===== src/rtl/div_pkg.sv =====
// div_pkg: shared types and constants for the sequential divider.
`default_nettype none

package div_pkg;

  typedef enum logic [1:0] {
    IDLE = 2'd0,
    CALC = 2'd1,
    FIX  = 2'd2,
    DONE = 2'd3
  } div_state_t;

  localparam int          DIV_ITER      = 32;
  localparam logic [31:0] DIV_ZERO_QUOT = 32'hFFFF_FFFF;

  localparam int RES_REM_MSB = 63;
  localparam int RES_REM_LSB = 32;
  localparam int RES_QUO_MSB = 31;
  localparam int RES_QUO_LSB = 0;

endpackage

`default_nettype wire


===== src/rtl/div_sign_fix.sv =====
// div_sign_fix: conditional two's-complement negation of a {R, Q} pair.
// Used both for operand magnitudes and for the final sign correction.
`default_nettype none

module div_sign_fix #(
  parameter int WIDTH = 32
) (
  input  logic [WIDTH-1:0]   i_q,
  input  logic [WIDTH-1:0]   i_r,
  input  logic               i_q_neg,
  input  logic               i_r_neg,
  output logic [2*WIDTH-1:0] o_res
);

  logic [WIDTH-1:0] w_q;
  logic [WIDTH-1:0] w_r;

  assign w_q   = i_q_neg ? (~i_q + 1'b1) : i_q;
  assign w_r   = i_r_neg ? (~i_r + 1'b1) : i_r;
  assign o_res = {w_r, w_q};

endmodule

`default_nettype wire


===== src/rtl/div_seq.sv =====
// div_seq: 32-bit sequential non-restoring divider, one quotient bit per cycle.
// result = {remainder, quotient}; divide-by-zero returns {dividend, all-ones}.
`default_nettype none

module div_seq
  import div_pkg::*;
#(
  parameter int WIDTH = 32
) (
  input  logic               clk,
  input  logic               reset_n,
  input  logic               start,
  input  logic               is_signed,
  input  logic [WIDTH-1:0]   dividend,
  input  logic [WIDTH-1:0]   divisor,
  output logic               busy,
  output logic               done,
  output logic               div_by_zero,
  output logic [2*WIDTH-1:0] result
);

  localparam int               CNT_W    = $clog2(DIV_ITER);
  localparam logic [CNT_W-1:0] CNT_LAST = CNT_W'(DIV_ITER - 1);

  div_state_t         r_state;
  logic [CNT_W-1:0]   r_cnt;
  logic [WIDTH:0]     r_rem;
  logic [WIDTH-1:0]   r_quo;
  logic [WIDTH-1:0]   r_dvs;
  logic               r_qneg;
  logic               r_rneg;
  logic               r_busy;
  logic               r_done;
  logic               r_dbz;
  logic [2*WIDTH-1:0] r_result;

  logic [2*WIDTH-1:0] w_mag;
  logic [WIDTH:0]     w_shift;
  logic [WIDTH:0]     w_rem_next;
  logic [WIDTH-1:0]   w_rem_fixed;
  logic [2*WIDTH-1:0] w_fix;

  div_sign_fix #(.WIDTH(WIDTH)) u_mag (
    .i_q     (dividend),
    .i_r     (divisor),
    .i_q_neg (is_signed & dividend[WIDTH-1]),
    .i_r_neg (is_signed & divisor[WIDTH-1]),
    .o_res   (w_mag)
  );

  // Modulo-2^(WIDTH+1) arithmetic is exact here: |R| stays below D after every step.
  assign w_shift     = {r_rem[WIDTH-1:0], r_quo[WIDTH-1]};
  assign w_rem_next  = r_rem[WIDTH] ? (w_shift + {1'b0, r_dvs})
                                    : (w_shift - {1'b0, r_dvs});
  assign w_rem_fixed = r_rem[WIDTH-1:0] + (r_rem[WIDTH] ? r_dvs : '0);

  div_sign_fix #(.WIDTH(WIDTH)) u_fix (
    .i_q     (r_quo),
    .i_r     (w_rem_fixed),
    .i_q_neg (r_qneg),
    .i_r_neg (r_rneg),
    .o_res   (w_fix)
  );

  always_ff @(posedge clk or negedge reset_n) begin
    if (!reset_n) begin
      r_state  <= IDLE;
      r_cnt    <= '0;
      r_rem    <= '0;
      r_quo    <= '0;
      r_dvs    <= '0;
      r_qneg   <= 1'b0;
      r_rneg   <= 1'b0;
      r_busy   <= 1'b0;
      r_done   <= 1'b0;
      r_dbz    <= 1'b0;
      r_result <= '0;
    end else begin
      r_done <= 1'b0;
      case (r_state)
        IDLE: begin
          if (start) begin
            r_busy <= 1'b1;
            r_dbz  <= 1'b0;
            r_cnt  <= '0;
            r_rem  <= '0;
            r_qneg <= is_signed & (dividend[WIDTH-1] ^ divisor[WIDTH-1]);
            r_rneg <= is_signed & dividend[WIDTH-1];
            r_quo  <= w_mag[WIDTH-1:0];
            r_dvs  <= w_mag[2*WIDTH-1:WIDTH];
            if (divisor == '0) begin
              r_dbz    <= 1'b1;
              r_result <= {dividend, DIV_ZERO_QUOT};
              r_done   <= 1'b1;
              r_state  <= DONE;
            end else begin
              r_state <= CALC;
            end
          end
        end
        CALC: begin
          r_rem <= w_rem_next;
          r_quo <= {r_quo[WIDTH-2:0], ~w_rem_next[WIDTH]};
          r_cnt <= r_cnt + 1'b1;
          if (r_cnt == CNT_LAST) begin
            r_state <= FIX;
          end
        end
        FIX: begin
          r_result <= w_fix;
          r_done   <= 1'b1;
          r_state  <= DONE;
        end
        DONE: begin
          r_busy  <= 1'b0;
          r_state <= IDLE;
        end
        default: r_state <= IDLE;
      endcase
    end
  end

  assign busy        = r_busy;
  assign done        = r_done;
  assign div_by_zero = r_dbz;
  assign result      = r_result;

endmodule

`default_nettype wire

===== config.mk =====
export PLATFORM = sky130hd
export DESIGN_NAME = div_seq
export DESIGN_NICKNAME = d
export VERILOG_FILES = /design/src/rtl/div_pkg.sv /design/src/rtl/div_sign_fix.sv /design/src/rtl/div_seq.sv
export SDC_FILE = /design/constraint.sdc
export NUM_CORES = 1
export LEC_CHECK = 0
export CAP_MARGIN = 10
export CORE_UTILIZATION = 45
export DETAILED_ROUTE_END_ITERATION = 8
export GPL_ROUTABILITY_DRIVEN = 0
export PLACE_DENSITY_LB_ADDON = 0.3
export SYNTH_ARGS = -nofsm -noshare
export SYNTH_HDL_FRONTEND = slang
export SYNTH_SLANG_ARGS = --single-unit
export TNS_END_PERCENT = 5

===== constraint.sdc =====
create_clock -name clk -period 8.8 [get_ports clk]
set_input_delay 1.76 -clock clk [delete_from_list [all_inputs] [get_ports clk]]
set_output_delay 1.76 -clock clk [all_outputs]
set_load 0.03 [all_outputs]

== After elaboration in Yosys (flattened, before gate mapping) ==
Cells that the tools add are included.
Widths: inputs -> output; s select.
Storage, ports and cells
  bits in registers: 173
  bits in latches: 0
  memory bits (writable): 0
  ROM bits: 0
  bits of input ports: 68
  output and inout bits: 67
  logic and storage cells: 69
  memories: 0
Operators by class
  add/subtract/negate cells: 8
  multipliers: 0
  divide/modulo/power cells: 0
  $lt $le $gt $ge: 0
  equality and inequality tests: 7
  shift-type cells: 0
  mux-type cells: 24
  bitwise operators: 9
  reduce and logical (&&, ||, !) cells: 10
Operator list (count)
  $mux 32: 6
  $add 32x1->32 const B: 4
  $mux 64: 2
  $not 32->32: 4
  $pmux 64 s2: 1
  $mux 33: 2
  $pmux 33 s2: 1
  $pmux 32 s2: 1
  $add 33x32->33: 1
  $sub 33x32->33: 1
  $add 32x32->32: 1
  $logic_not 32->1: 1
  $pmux 5 s2: 1
  $pmux 2 s4: 1
  $reduce_and 2->1: 4
  $mux 2: 3
  $ne 2x2->1 const B: 3
  $reduce_bool 2->1: 3
  $add 5x1->5 const B: 1
  $eq 5x5->1 const B: 1
  $mux 5: 1
  $eq 2x2->1 const B: 2
  $pmux 1 s2: 2
  $and 1x1->1: 3
  6 further kinds: 8

== Longest topological paths before layout ==
Gate-level depths: netlist (run 1).
  depth after elaboration: 6
  gate-level depth with buffers: 19

== Modules after synthesis ==
From an unflattened synthesis (run 1), not the netlist that was laid out.
Second synthesis, totals
  cells, all modules: 1637
  area, all modules: 14152.3 µm²
By module, submodules not included
  div_seq: times used 1, cells each 1246, area an instance 11234.5 µm², sequential area each 4329.2 µm²
  div_sign_fix at u_mag: times used 1, cells each 202, area an instance 1465.2 µm², sequential area each 0.0 µm²
  div_sign_fix at u_fix: times used 1, cells each 189, area an instance 1452.6 µm², sequential area each 0.0 µm²

== Worst setup path before layout (run 1) ==
OpenSTA, ideal clock, no wires.
  path kind: flip-flop to flip-flop
  start point: register r_dvs[3]
  end point: register r_quo[0]
  library setup time: 111 ps
  arrival: 4404 ps
  setup slack: 4284 ps
  stages on the path, launching flop included: 15
  clock period less this slack: 4516 ps
  cell sequence: dfrtp_1 > or4_1 > or4_1 > nor4b_1 > nand2_1 > or4_1 > o41ai_1 > xnor2_1 > ha_1 > and2_1 > and3_1 > a211oi_1 > o21ai_0 > xnor2_1 > a222oi_1
Between the ends
  word-level cells in the longest chain between the ends: 4
  elaborated cells on any way between the ends: 5
  classes of those cells: add/sub: 2; mux: 2; bitwise: 1
RTL lines
  start: declaration: line div_seq.sv:29  | logic [WIDTH-1:0] r_dvs;
  start signal: assignment: line div_seq.sv:90  | r_dvs <= w_mag[2*WIDTH-1:WIDTH];
  $sub 33x32->33 or $add 33x32->33 (tied branches): line div_seq.sv:54, div_seq.sv:53
  $mux 33 *: line div_seq.sv:53  | assign w_rem_next = r_rem[WIDTH] ? (w_shift + {1'b0, r_dvs})
  $not 1->1 *: line div_seq.sv:103  | r_quo <= {r_quo[WIDTH-2:0], ~w_rem_next[WIDTH]};
  $pmux 32 s2 *: line div_seq.sv:80  | case (r_state)
  end signal: assignment: line div_seq.sv:89  | r_quo <= w_mag[WIDTH-1:0];
  end signal: assignment: line div_seq.sv:103
  end: declaration: line div_seq.sv:28  | logic [WIDTH-1:0] r_quo;
Mark *: on every way between the ends. The rest lies on a longest branch, timed or not.
A chain may end at the register's enable or synchronous reset.

== Final worst setup path (run 1) ==
  start point: input port divisor[2]
  end point: register r_result[48], in the netlist result[48]
Between the ends
  word-level cells in the longest chain between the ends: 3
RTL lines
  start: declaration: line div_seq.sv:15  | input logic [WIDTH-1:0] divisor,
  $logic_not 32->1: line div_seq.sv:91  | if (divisor == '0) begin
  $ne 2x2->1 (no line)
  $reduce_and 3->1 (no line)
  end signal: assignment: line div_seq.sv:93  | r_result <= {dividend, DIV_ZERO_QUOT};
  end signal: assignment: line div_seq.sv:110  | r_result <= w_fix;
  end: declaration: line div_seq.sv:35  | logic [2*WIDTH-1:0] r_result;
No other way between the ends.

==> flow_results.org, run 1 <==
** Clock tree
- The number of setup buffers added after CTS is 0.
- Bufs on Longest Clock Path :: 2
- Cell at the root of the clock tree :: sky130_fd_sc_hd__clkbuf_16
- Number of sinks handled by clock tree synthesis :: 173
- The clock reaches the later pin of the worst-skew pair after 450 ps.
- Clock-pin slew was measured on the worst setup and hold paths at 80 ps.
- For this design, the CTS-stage hold fixing added 0 buffers.
- Once the clock tree was built, the resizer swapped 0 gates to a different size.
- CTS tree :: built
- Number of buffers created by CTS :: 17
- The H-tree generated during clock tree synthesis spans 4 levels.

** Die
- Die boundary height :: 178.9 um
- Num ports :: 135
- The die is 178.9 um wide.
- Number of core rows :: 64
- Initial Util :: 45.94%
- Core box area :: 0.03067 mm2
- The die covers 0.03202 mm2.

** Synthesis
- Most area-consuming cells after synthesis :: sky130_fd_sc_hd__dfrtp_1, sky130_fd_sc_hd__xor2_1, sky130_fd_sc_hd__ha_1, sky130_fd_sc_hd__o21ai_0, sky130_fd_sc_hd__a21oi_1
- Nets in the synthesized netlist :: 1,936
- Share of the yosys chip area belonging to registers :: 30.73%
- Post-synth EDFFs :: 0
- Post-Syn Area per Cell :: 7.862 um2
- Post-Synthesis Cells :: 1,792
- In the synthesized netlist, mux cells make up 1.208% of the area.
- Adder-cell area share of the yosys netlist :: 6.856%
- Post-synth top area share :: 30.73%
- The mapped netlist covers 0.01409 mm2.
- List of most frequent post-synthesis cells :: sky130_fd_sc_hd__nand2_1, sky130_fd_sc_hd__nor2_1, sky130_fd_sc_hd__o21ai_0
- The synthesized design spends more area on one cell type than any other, namely sky130_fd_sc_hd__dfrtp_1.
- Synthesized flop and latch total :: 173
- Yosys Warn Count :: 0
- After Yosys synthesis, and, or, nand and nor cells account for 22.20% of the synthesized area.
- After Yosys synthesis, XOR and XNOR cells account for 11.62% of the synthesized area.
- In this run, distinct cell masters in the synthesized netlist total 87.
- Among all cell types in the netlist, the one instantiated most often is sky130_fd_sc_hd__nand2_1.
- By area, the combinational part of the netlist is dominated by compound AO/OA/AOI/OAI gates.
- Async set or reset register ratio after synthesis :: 100.0%
- Among all flip-flop cells after synthesis, the most frequent one is sky130_fd_sc_hd__dfrtp_1.
- Summing the areas of all compound-gate instances in the mapped netlist gives 23.67% of the synthesized area.

** Worst setup path
- STA classifies the critical path endpoint as a flop.
- Setup slack on the worst reg-to-reg path comes out at 3330 ps.
- The setup path with the least slack is of type input pin to flop.
- Cell repeated most along the worst path :: sky130_fd_sc_hd__nor4_1
- STA classifies the critical path startpoint as an input pin.
- Data arrives at the worst endpoint at 6160 ps.
- Largest fanout on the critical path :: 43
- Ordered cell list for the critical path :: clkdlybuf4s50_1 -> nor4_1 -> nand4_1 -> nor3_1 -> nand2_1 -> nor4_1 -> nand3_1 -> buf_4 -> a21oi_4 -> a222oi_1
- Data required time of the critical path :: 9050 ps
- In this run the critical register-to-register path is launched from r_rem[32].
- Cell with the biggest individual delay on the critical path :: sky130_fd_sc_hd__a21oi_4
- Worst Setup SP :: divisor[2]
- Counting cells, the worst reg-to-reg path comes to 13.
- In this run the worst setup path terminates at result[48].
- Endpoint of the lowest-slack register-to-register path :: result[56]
- Maximum single-stage delay on the critical path :: 940 ps

** Power
- For this design the static power due to leakage is 0.006908 uW.
- For this design the ratio of total power to cell area is 419.9 mW/mm2.
- IR analysis of the VDD net gives a maximum drop of 0.2394 mV.

** STA
- Measured against its own limit, the worst slew margin works out to 21.17%.
- The total count of max-transition violations in the final report is 0.
- Derived from the worst setup path, the maximum achievable clock frequency is 0.1693 GHz.
- Setup total negative slack on the finished layout was measured at 0 ps.
- Least-Margin Pin Slew :: 1180 ps
- Final critical-path setup slack :: 2893 ps
- Minimum period implied by the final worst setup slack :: 5907 ps
- Unrepaired setup endpoints after global routing :: no
- Setup violations remaining at the end of the flow were counted as 0.
- Fin crit share :: 67.12%
- Post-Route Hold Slack :: 486.0 ps
- Clock Skews :: 17.60 ps
- Final Hold Violating Endpoints :: 0

** Global route
- Number of antenna violations at the first check in global routing :: 0
- Global-route congestion overflow total :: 0
- Overall routing resource usage :: 24.01%
- The first global-routing pass estimated 61,560 um of wire.
- Entering global routing, the biggest net connects 104 pins.
- The via count of the first global-routing pass came to 12.12k.

** Run status
- Status :: finished, final reports clean

** Detailed routing
- Initial DRC count :: 1,230
- Before antenna repair, the detailed router went through 6 iterations.
- Routed length per instance :: 16.53 um
- Total routed wirelength :: 37,680 um
- In the routed layout, each cell is associated on average with a via count of 5.736.
- Detailed-route via count :: 13.08k
- DRC :: 0
- Final ANT Viol Nets :: 0

** Placement
- I/O Buffers :: 134
- Total instance count after detailed placement :: 2,248
- The HPWL after detailed placement is 28,200 um.
- Timing analysis after detailed placement gives a worst setup slack of 2447 ps.

** Cells and area
- The finished layout holds 2,280 standard cells, fillers aside.
- Antenna diode count :: 0
- The layout has 2,897 filler cells.
- Synth-to-Final Area Change :: 16.01%
- Layout cell share with drive strength beyond 1 :: 4.034%
- For this run, the post-layout net count is 2,015.
- Final core utilization :: 53.29%

** Flow run
- Max-cap violation count :: 0

** Worst hold path
- Min-Delay Path Class :: flop to flop
flip-flops by register name, summed over array words and instances, names as in the netlist:
register and cells:
r_cnt 5, r_quo 32, result 64, busy 1, done 1, r_state 2
div_by_zero 1, r_rneg 1, r_dvs 32, r_rem 33, r_qneg 1
critical path: cells and delay by family:
kind | cells | cell delay (ps)
and+or+nand+nor | 6 | 2380
AOI/OAI and AO/OA | 2 | 1210
buffers and inverters | 2 | 770
logic make-up (layout without fill, tap and decap cells):
| kind of cell | Yosys count | count (layout) |
|---|---|---|
| xor gates and xnor gates | 186 | 186 |
| AOI/OAI and AO/OA | 548 | 548 |
| muxes | 17 | 17 |
| DFF | 173 | 173 |
| buffers and inverters | 136 | 228 |
| adders and majority gates | 76 | 76 |
| and+or+nand+nor | 656 | 656 |
report_power, final:
| group | leakage [uW] | internal, uW | switching, uW |
|---|---|---|---|
| logic | 0.00449 | 1810 | 2640 |
| registers | 0.00212 | 1180 | 430 |
| clock network | 0.000303 | 395 | 414 |
layout by cell type (no fill, tap or decap), types with 8 or more instances in the layout:
cell and n:
sky130_fd_sc_hd__inv_1 46, sky130_fd_sc_hd__o21bai_1 8, sky130_fd_sc_hd__nand2_1 220, sky130_fd_sc_hd__mux2i_1 17, sky130_fd_sc_hd__and2_1 35, sky130_fd_sc_hd__dfrtp_1 173, sky130_fd_sc_hd__nand2b_1 13, sky130_fd_sc_hd__a31oi_1 23
sky130_fd_sc_hd__clkdlybuf4s50_1 133, sky130_fd_sc_hd__clkbuf_16 17, sky130_fd_sc_hd__a221oi_1 9, sky130_fd_sc_hd__o21ai_0 183, sky130_fd_sc_hd__a211oi_1 8, sky130_fd_sc_hd__nor2_1 193, sky130_fd_sc_hd__xor2_1 111, sky130_fd_sc_hd__a21o_1 29
sky130_fd_sc_hd__nand4_1 13, sky130_fd_sc_hd__o41ai_1 9, sky130_fd_sc_hd__nor3_1 39, sky130_fd_sc_hd__nor4_1 22, sky130_fd_sc_hd__o31ai_1 30, sky130_fd_sc_hd__nand3_1 26, sky130_fd_sc_hd__and3_1 14, sky130_fd_sc_hd__or3_1 21
sky130_fd_sc_hd__buf_4 13, sky130_fd_sc_hd__ha_1 73, sky130_fd_sc_hd__xnor2_1 74, sky130_fd_sc_hd__or4_1 12, sky130_fd_sc_hd__a21oi_1 172, sky130_fd_sc_hd__nor2b_1 12
through the flow:
step	total power, uW	instance area (um2)
after global placement	5903	15720
final	6863	16340
after global routing	7463	16340
after floorplan	4840	14090
after CTS	6848	16340
after detailed placement	6011	15720
metal layers:
layer	up-vias	routed length, um	track usage [%]
met5	-	0	0
met4	0	636	6.532
met3	50	1881	2.460
met2	417	17180	39.62
met1	6069	17980	33.25
li1	6543	-	-
worst min-delay path by stage:
| stage | end | cells past startpoint | startpoint | slack [ps] |
|---|---|---|---|---|
| floorplan | r_dvs[31] | 2 | r_dvs[31] | 470 |
| global placement | result[35] | 2 | result[35] | 460 |
| detailed placement | result[33] | 2 | result[33] | 470 |
| CTS | result[33] | 2 | result[33] | 490 |
| global route | result[32] | 2 | result[32] | 510 |
| finish | result[33] | 2 | result[33] | 490 |
cell type report:
class	instances	area, um2	area share [%]
clock buffers	17	425.4	2.603
clock inverters	15	203.9	1.248
inverters	49	183.9	1.125
multi-input cells	1483	9266	56.69
flip-flops and latches	173	4329	26.49
well taps	396	495.5	3.031
repair buffers	147	1440	8.811
No activity file was read; power rests on OpenSTA's default activity.
==> run 2, diff against run 1 <==
Clock period 8.8 ns to 4.8 ns, I/O delays scaled along.
==> run 2 against run 1 <==
Clock power increased by 83%. Critical path depth increased by 8. Largest cell class unchanged. Die area unchanged. Global-route usage about the same. Total power increased by 87%. Hold slack about the same. Utilization increased by 1.0 points.
==> flow_results.org, run 2 (same netlist as run 1, synthesis figures left out) <==
** Run status
- The flow ran to the end, and the final reports show no timing, DRC or antenna violations.

** Worst hold path
- Min-Delay Endpoint :: result[33]
- Min-Delay Path Class :: flop to flop
- In this run the most critical hold path is launched from result[33].
- The worst hold path was traced through 2 stages.

** Die
- The die is 178.9 um tall.
- Width of the chip :: 178.9 um
- Num ports :: 135
- Number of core rows :: 64
- Core box area :: 0.03067 mm2
- Initial Util :: 45.94%
- The floorplan step defined a die boundary enclosing 0.03202 mm2.

** Cells and area
- The repair_antennas step left the layout with diodes totalling 0.
- The library cell used most frequently in the layout, excluding fill and tap cells, is sky130_fd_sc_hd__nand2_1.
- The register with the most flip-flops in the layout has 64 of them.
- Layout cell share with drive strength beyond 1 :: 6.064%
- Fill cell count :: 2,839
- The top cell types in the final layout, fill and taps aside, are sky130_fd_sc_hd__nand2_1, sky130_fd_sc_hd__nor2_1, sky130_fd_sc_hd__o21ai_0.
- Synth-to-Final Area Change :: 18.26%
- Final core utilization :: 54.32%
- Summing all multi-input logic gate instances after layout gives 0.009323 mm2.
- Registers take 0.004329 mm2.
- Count of nets after finishing :: 2,044

** Worst setup path
- Worst R2R Path Depth :: 18
- Data on the critical path arrives at its endpoint at 4900 ps.
- Endpoint of the lowest-slack register-to-register path :: r_quo[0]
- Startpoint class of the critical path :: flop
- Flop2flop setup slack :: 240 ps
- The critical path in this run is classified as flop to flop.
- Data required time of the critical path :: 5150 ps
- STA classifies the critical path endpoint as a flop.
- Of all nets on the critical path, the largest fanout is 4.
- R2r startpoint :: r_dvs[3]

** STA
- Clock Skews :: 19.53 ps
- Across all hold checks on the routed design, the worst slack comes to 486.0 ps.
- The worst path uses 94.93% of the clock period.
- The count of final hold-check violations is 0.
- Relative slew slack :: 25.39%
- Final critical-path setup slack :: 243.2 ps
- Timing would allow up to 0.2195 GHz.
- Setup violations remaining at the end of the flow were counted as 0.
- Least-Margin Pin Slew :: 1116 ps
- The worst path in the final design needs a cycle of 4557 ps, including I/O delays and setup.
- Final number of max-transition violations :: 0

** Global route
- Overall routing resource usage :: 24.04%
- Maximum number of pins on one net before global-route repair :: 98
- Via count of the first global-routing pass :: 12.37k
- Global-route wire length before repair :: 61,800 um
- Number of antenna violations at the first check in global routing :: 0
- Summed over all layers, the global routing overflow is 0.

** Detailed routing
- Routed length per instance :: 16.42 um
- Total routed wirelength :: 37,920 um
- The detailed router placed 13.29k vias in this run.
- Final ANT Viol Nets :: 0
- Initial DRC count :: 1,157
- DRC :: 0
- In the routed layout, each cell is associated on average with a via count of 5.754.
- Length of the first detailed-routing pass in iterations :: 5

** Clock tree
- After clock tree synthesis, the setup repair step added 0 buffers.
- Number of sinks handled by clock tree synthesis :: 173
- CTS built an H-tree with a depth of 4.
- The longest clock path from root to sink contains 2 buffers.
- CTS tree :: built
- Post-CTS repair changed the size of 0 cells.
- The number of hold buffers added after CTS was 0.
- Clock-pin slew was measured on the worst setup and hold paths at 90 ps.
- Skew-Pair Late Insertion Delay :: 450 ps
- In this run, CTS created clock tree buffers numbering 17.
- Cell at the root of the clock tree :: sky130_fd_sc_hd__clkbuf_16

** Flow run
- Max-cap violation count :: 0

** Placement
- Before CTS, the worst setup slack after placement is 129.1 ps.
- I/O Buffers :: 134
- Detailed placement finished with a half-perimeter wire length of 29,040 um.

** Power
- Leakage power :: 0.007076 uW
- Max rail drop VDD :: 0.3003 mV
- Total power per unit cell area :: 771.6 mW/mm2
[run 2: changes by cell type in the layout (fill, tap and decap cells not counted), moves of 2 or more]
cell	before	now
sky130_fd_sc_hd__buf_12	0	3
sky130_fd_sc_hd__buf_4	13	39
sky130_fd_sc_hd__nor4_2	0	3
sky130_fd_sc_hd__nor4_1	22	19
sky130_fd_sc_hd__o21ai_2	1	3
[run 2: layout make-up]
class                           count  area share (%)
Clock buffer                       17           2.553
Multi-Input combinational cell   1483           55.96
Inverter                           49           1.104
Timing Repair Buffer              176           10.18
Clock inverter                     15           1.254
Tap cell                          396           2.974
Sequential cell                   173           25.98
[run 2: how the worst max path moves through the flow]
stage / startpoint / endpoint / cells after the start
floorplan: r_dvs[3] / r_quo[0] / 14
global placement: r_dvs[3] / r_quo[0] / 18
detailed placement: r_dvs[3] / r_quo[0] / 18
CTS: r_dvs[3] / r_quo[0] / 18
global route: r_rem[32] / result[62] / 13
finish: r_dvs[3] / r_quo[0] / 18
[run 2: worst max-delay path: stages, from the launching register on]
cell                       delay, ps
sky130_fd_sc_hd__dfrtp_1         380
sky130_fd_sc_hd__or4_1           530
sky130_fd_sc_hd__or4_4           450
sky130_fd_sc_hd__nor4b_2         240
sky130_fd_sc_hd__buf_4           170
sky130_fd_sc_hd__nand2_1          60
sky130_fd_sc_hd__or4_1           470
sky130_fd_sc_hd__buf_4           170
sky130_fd_sc_hd__nor2_1           70
sky130_fd_sc_hd__nor2_1           50
sky130_fd_sc_hd__xor2_1          140
sky130_fd_sc_hd__ha_1            300
sky130_fd_sc_hd__a21o_1          210
sky130_fd_sc_hd__a22o_1          210
sky130_fd_sc_hd__a211oi_2        260
sky130_fd_sc_hd__o21ai_0         150
sky130_fd_sc_hd__xnor2_1         150
sky130_fd_sc_hd__buf_4           160
sky130_fd_sc_hd__a222oi_1        290
[run 2: report_power, final]
part	internal (uW)	total (uW)	switching, uW
Combinational	3530	8440	4910
Sequential	2160	2930	777
Clock	725	1480	759
[run 2: per-layer routing]
| layer | part of all wire [%] | global-route usage, % | up-vias | wire length (um) |
|---|---|---|---|---|
| li1 | - | - | 6611 | - |
| met1 | 46 | 32.58 | 6191 | 17580 |
| met2 | 46 | 40.20 | 426 | 17520 |
| met3 | 5.2 | 2.184 | 58 | 1969 |
| met4 | 2.2 | 7.698 | 0 | 849 |
| met5 | 0 | 0 | - | 0 |
[run 2: stage by stage]
stage / std cells / setup TNS [ps] / power (uW) / instance area, um2
finish: 2309 / 0 / 12850 / 16660
global route: 2309 / -138.6 / 13950 / 16660
CTS: 2309 / 0 / 12770 / 16600
detailed placement: 2277 / 0 / 11260 / 15970
global placement: 2277 / 0 / 11050 / 15970
floorplan: 1792 / 0 / 8873 / 14090
==> run 3, diff against run 2 <==
Settings changed: GPL_ROUTABILITY_DRIVEN 0 to unset.
==> run 3 against run 2 <==
First-iteration DRC count fell by 14%. Utilization fell by 0.077 points. Sequential cell count did not move. Wire length rose by 0.69%. Clock power fell by 5%. Fmax fell by 0.37%. Via count fell by 0.99%. Hold slack got worse by 4.0 ps. Count of clock-buffer cells in the layout rose by 1. Critical endpoint is now r_rem[31].
==> flow_results.org, run 3 (same netlist as run 1, synthesis figures left out) <==
** Worst setup path
- Worst R2R Path Depth :: 17
- In this run the worst setup path terminates at r_rem[31].
- R2r startpoint :: r_dvs[3]
- The worst register-to-register path has a setup slack of 230 ps.
- Largest fanout on the critical path :: 4
- Data required time of the critical path :: 5120 ps
- The most critical setup path has its startpoint at r_dvs[3].
- Endpoint class of the critical path :: flop
- The worst register-to-register path ends at r_rem[31].
- STA classifies the critical path startpoint as a flop.
- Startpoint-to-endpoint class of the critical path :: flop to flop
- Data arrival time of the critical path :: 4890 ps

** Cells and area
- Commonest non-fill, non-tap cells in the layout :: sky130_fd_sc_hd__nand2_1, sky130_fd_sc_hd__nor2_1, sky130_fd_sc_hd__o21ai_0
- Compared with the post-synthesis result, the final layout area differs by 18.09%.
- Final standard cell count with taps included and fillers excluded :: 2,307
- Layout cell share with drive strength beyond 1 :: 5.812%
- Fill cells in the final layout number 2,854.
- Footprint of the multi-input gates :: 0.009315 mm2
- Leaving out fill and tap cells, the most frequent cell in the layout is sky130_fd_sc_hd__nand2_1.
- At the end of the flow, the number of nets in the layout was 2,041.
- Register cell area after layout :: 0.004329 mm2
- Flip-flop count of the largest register, all copies and words added :: 64

** Detailed routing
- Final ANT Viol Nets :: 0
- For this block, the routed nets add up to 38,180 um of wire.
- Routed vias/inst :: 5.702
- Detailed-route via count :: 13.15k
- DRC :: 0
- Routed length per instance :: 16.55 um
- For this block, the initial DRC count from the detailed router was 995.
- Length of the first detailed-routing pass in iterations :: 6

** STA
- Final setup vio count :: 0
- Setup repair after global routing left no endpoint under its margin.
- Max Freq :: 0.2186 GHz
- Clock Skews :: 14.96 ps
- The total count of max-transition violations in the final report came to 0.
- In the post-route analysis, the smallest setup slack over all paths is 226.4 ps.
- At the pin with the least slew margin, the transition time is 1096 ps.
- For the final routed database, the setup TNS stands at 0 ps.
- Minimum period implied by the final worst setup slack :: 4574 ps
- Fin crit share :: 95.28%
- The count of final hold-check violations came to 0.
- The worst pin sits at a relative slew slack of 26.65%.

** Placement
- Minimum setup slack after placement :: 47.05 ps
- Placed wire-length estimate :: 29,400 um
- I/O Buffers :: 134
- At the end of routability-driven placement, the weighted congestion stood at 0.9480.
- Total instance count after detailed placement :: 2,274

** Die
- 135 I/O pins were placed.
- The die covers 0.03202 mm2.
- For this configuration, the core starts out at a cell density of 45.94%.
- The die is 178.9 um tall.
- Core box area :: 0.03067 mm2
- Width of the chip :: 178.9 um
- Row generation in the floorplan step produced 64 rows.

** Power
- The design draws 12,800 uW.
- Int Pwr :: 6414 uW
- The clock network accounts for 11.0% of the total power.
- Leakage power :: 0.007066 uW
- Of the total power, the share spent switching nets is 49.89%.
- Psw :: 6385 uW
- Across the VDD grid, the largest voltage drop is 0.3290 mV.
- In this run the power density over the cells is 769.3 mW/mm2.
- Combinational power share :: 66.0%
- The share of total power dissipated in sequential elements is 23.0%.

** Clock tree
- Hold repair after CTS inserted 0 buffers.
- Clock-pin slew was measured on the worst setup and hold paths at 70 ps.
- Bufs on Longest Clock Path :: 2
- Resized Gates After CTS :: 0
- Number of setup buffers added after CTS :: 0
- Cell at the root of the clock tree :: sky130_fd_sc_hd__clkbuf_16
- CTS tree :: built
- Clock tree synthesis found a total of 173 sinks.
- Number of buffers created by CTS :: 17
- At the later pin of the worst-skew pair, clock insertion delay measures 450 ps.
- The clock tree synthesis step divided the H-tree into 4 levels.

** Global route
- Met1 GRT Util :: 33.57%
- For met2 alone, demand over resource in global routing was 40.91%.
- Global-route wire length before repair :: 63,160 um
- For met3 alone, demand over resource in global routing was 2.969%.
- Maximum number of pins on one net before global-route repair :: 103
- Global routing finished with a remaining overflow of 0.
- Global routing used 24.78% of the available tracks.
- Number of antenna violations at the first check in global routing :: 0
- Busiest metal layer after global routing :: met2
- The via count of the first global-routing pass is 12.52k.

** Flow run
- Across the run, the number of max-cap violations was 0.

** Run status
- The run finished with clean final reports.

** Worst hold path
- In this run the worst hold path is classified as flop to flop.
run 3: cell types whose count changed in the layout (fill, tap and decap cells not counted), sizes merged:
cell,delta
inv,-1
diode,+1
buf,-3
clkinvlp,+1
clkinv,-1
clkbuf,+1
run 3: final cells by class:
cell class / instances / area share [%]
clock inverters: 14 / 1.023
diodes: 1 / 0.01504
inverters: 49 / 1.128
repair buffers: 173 / 10.21
multi-input cells: 1483 / 55.99
well taps: 396 / 2.978
flip-flops and latches: 173 / 26.02
clock buffers: 18 / 2.640
run 3: metrics by stage:
step           instance area [um2]  util, %  hold slack [ps]
2_1_floorplan                14090        -            471.2
3_3_place_gp                 15970    52.08            466.7
3_5_place_dp                 15970    52.08            471.6
4_1_cts                      16580    54.07            487.2
5_1_grt                      16630    54.24            511.9
6_report                     16640    54.25            482.0
run 3: per-layer routing:
layer | part of all wire, % | up-vias
met5 | 0 | -
met1 | 46 | 6137
met4 | 2.4 | 0
met3 | 4.8 | 51
li1 | - | 6596
met2 | 46 | 370
run 3: power by group through the flow:
stage / clock, uW / combinational [uW] / sequential [uW]
6_report: 1410 / 8440 / 2940
2_1_floorplan: 0 / 5680 / 3200
5_1_grt: 1510 / 9410 / 3050
3_5_place_dp: 0 / 8340 / 2960
4_1_cts: 1440 / 8380 / 2930
3_3_place_gp: 0 / 8190 / 2930
run 3: worst max-delay path, cell delays in order (launching register included):
cell                       delay (ps)
sky130_fd_sc_hd__dfrtp_1          380
sky130_fd_sc_hd__or4_1            540
sky130_fd_sc_hd__or4_1            490
sky130_fd_sc_hd__nor4b_2          240
sky130_fd_sc_hd__buf_4            160
sky130_fd_sc_hd__nand2_1           70
sky130_fd_sc_hd__or4_1            490
sky130_fd_sc_hd__o41ai_2          260
sky130_fd_sc_hd__xnor2_1          160
sky130_fd_sc_hd__ha_1             280
sky130_fd_sc_hd__and2_1           180
sky130_fd_sc_hd__and3_1           200
sky130_fd_sc_hd__buf_4            140
sky130_fd_sc_hd__nand2_1           50
sky130_fd_sc_hd__nand4_1          110
sky130_fd_sc_hd__o31ai_1          310
sky130_fd_sc_hd__mux2i_1          240
sky130_fd_sc_hd__o211ai_1         110
run 3: worst min path at each step:
stage,start,slack (ps),cells after the start,to
2_1_floorplan,r_dvs[31],470,2,r_dvs[31]
3_5_place_dp,result[32],470,2,result[32]
4_1_cts,result[32],490,2,result[32]
5_1_grt,result[32],510,2,result[32]
3_3_place_gp,result[37],470,2,result[37]
6_report,result[32],480,2,result[32]
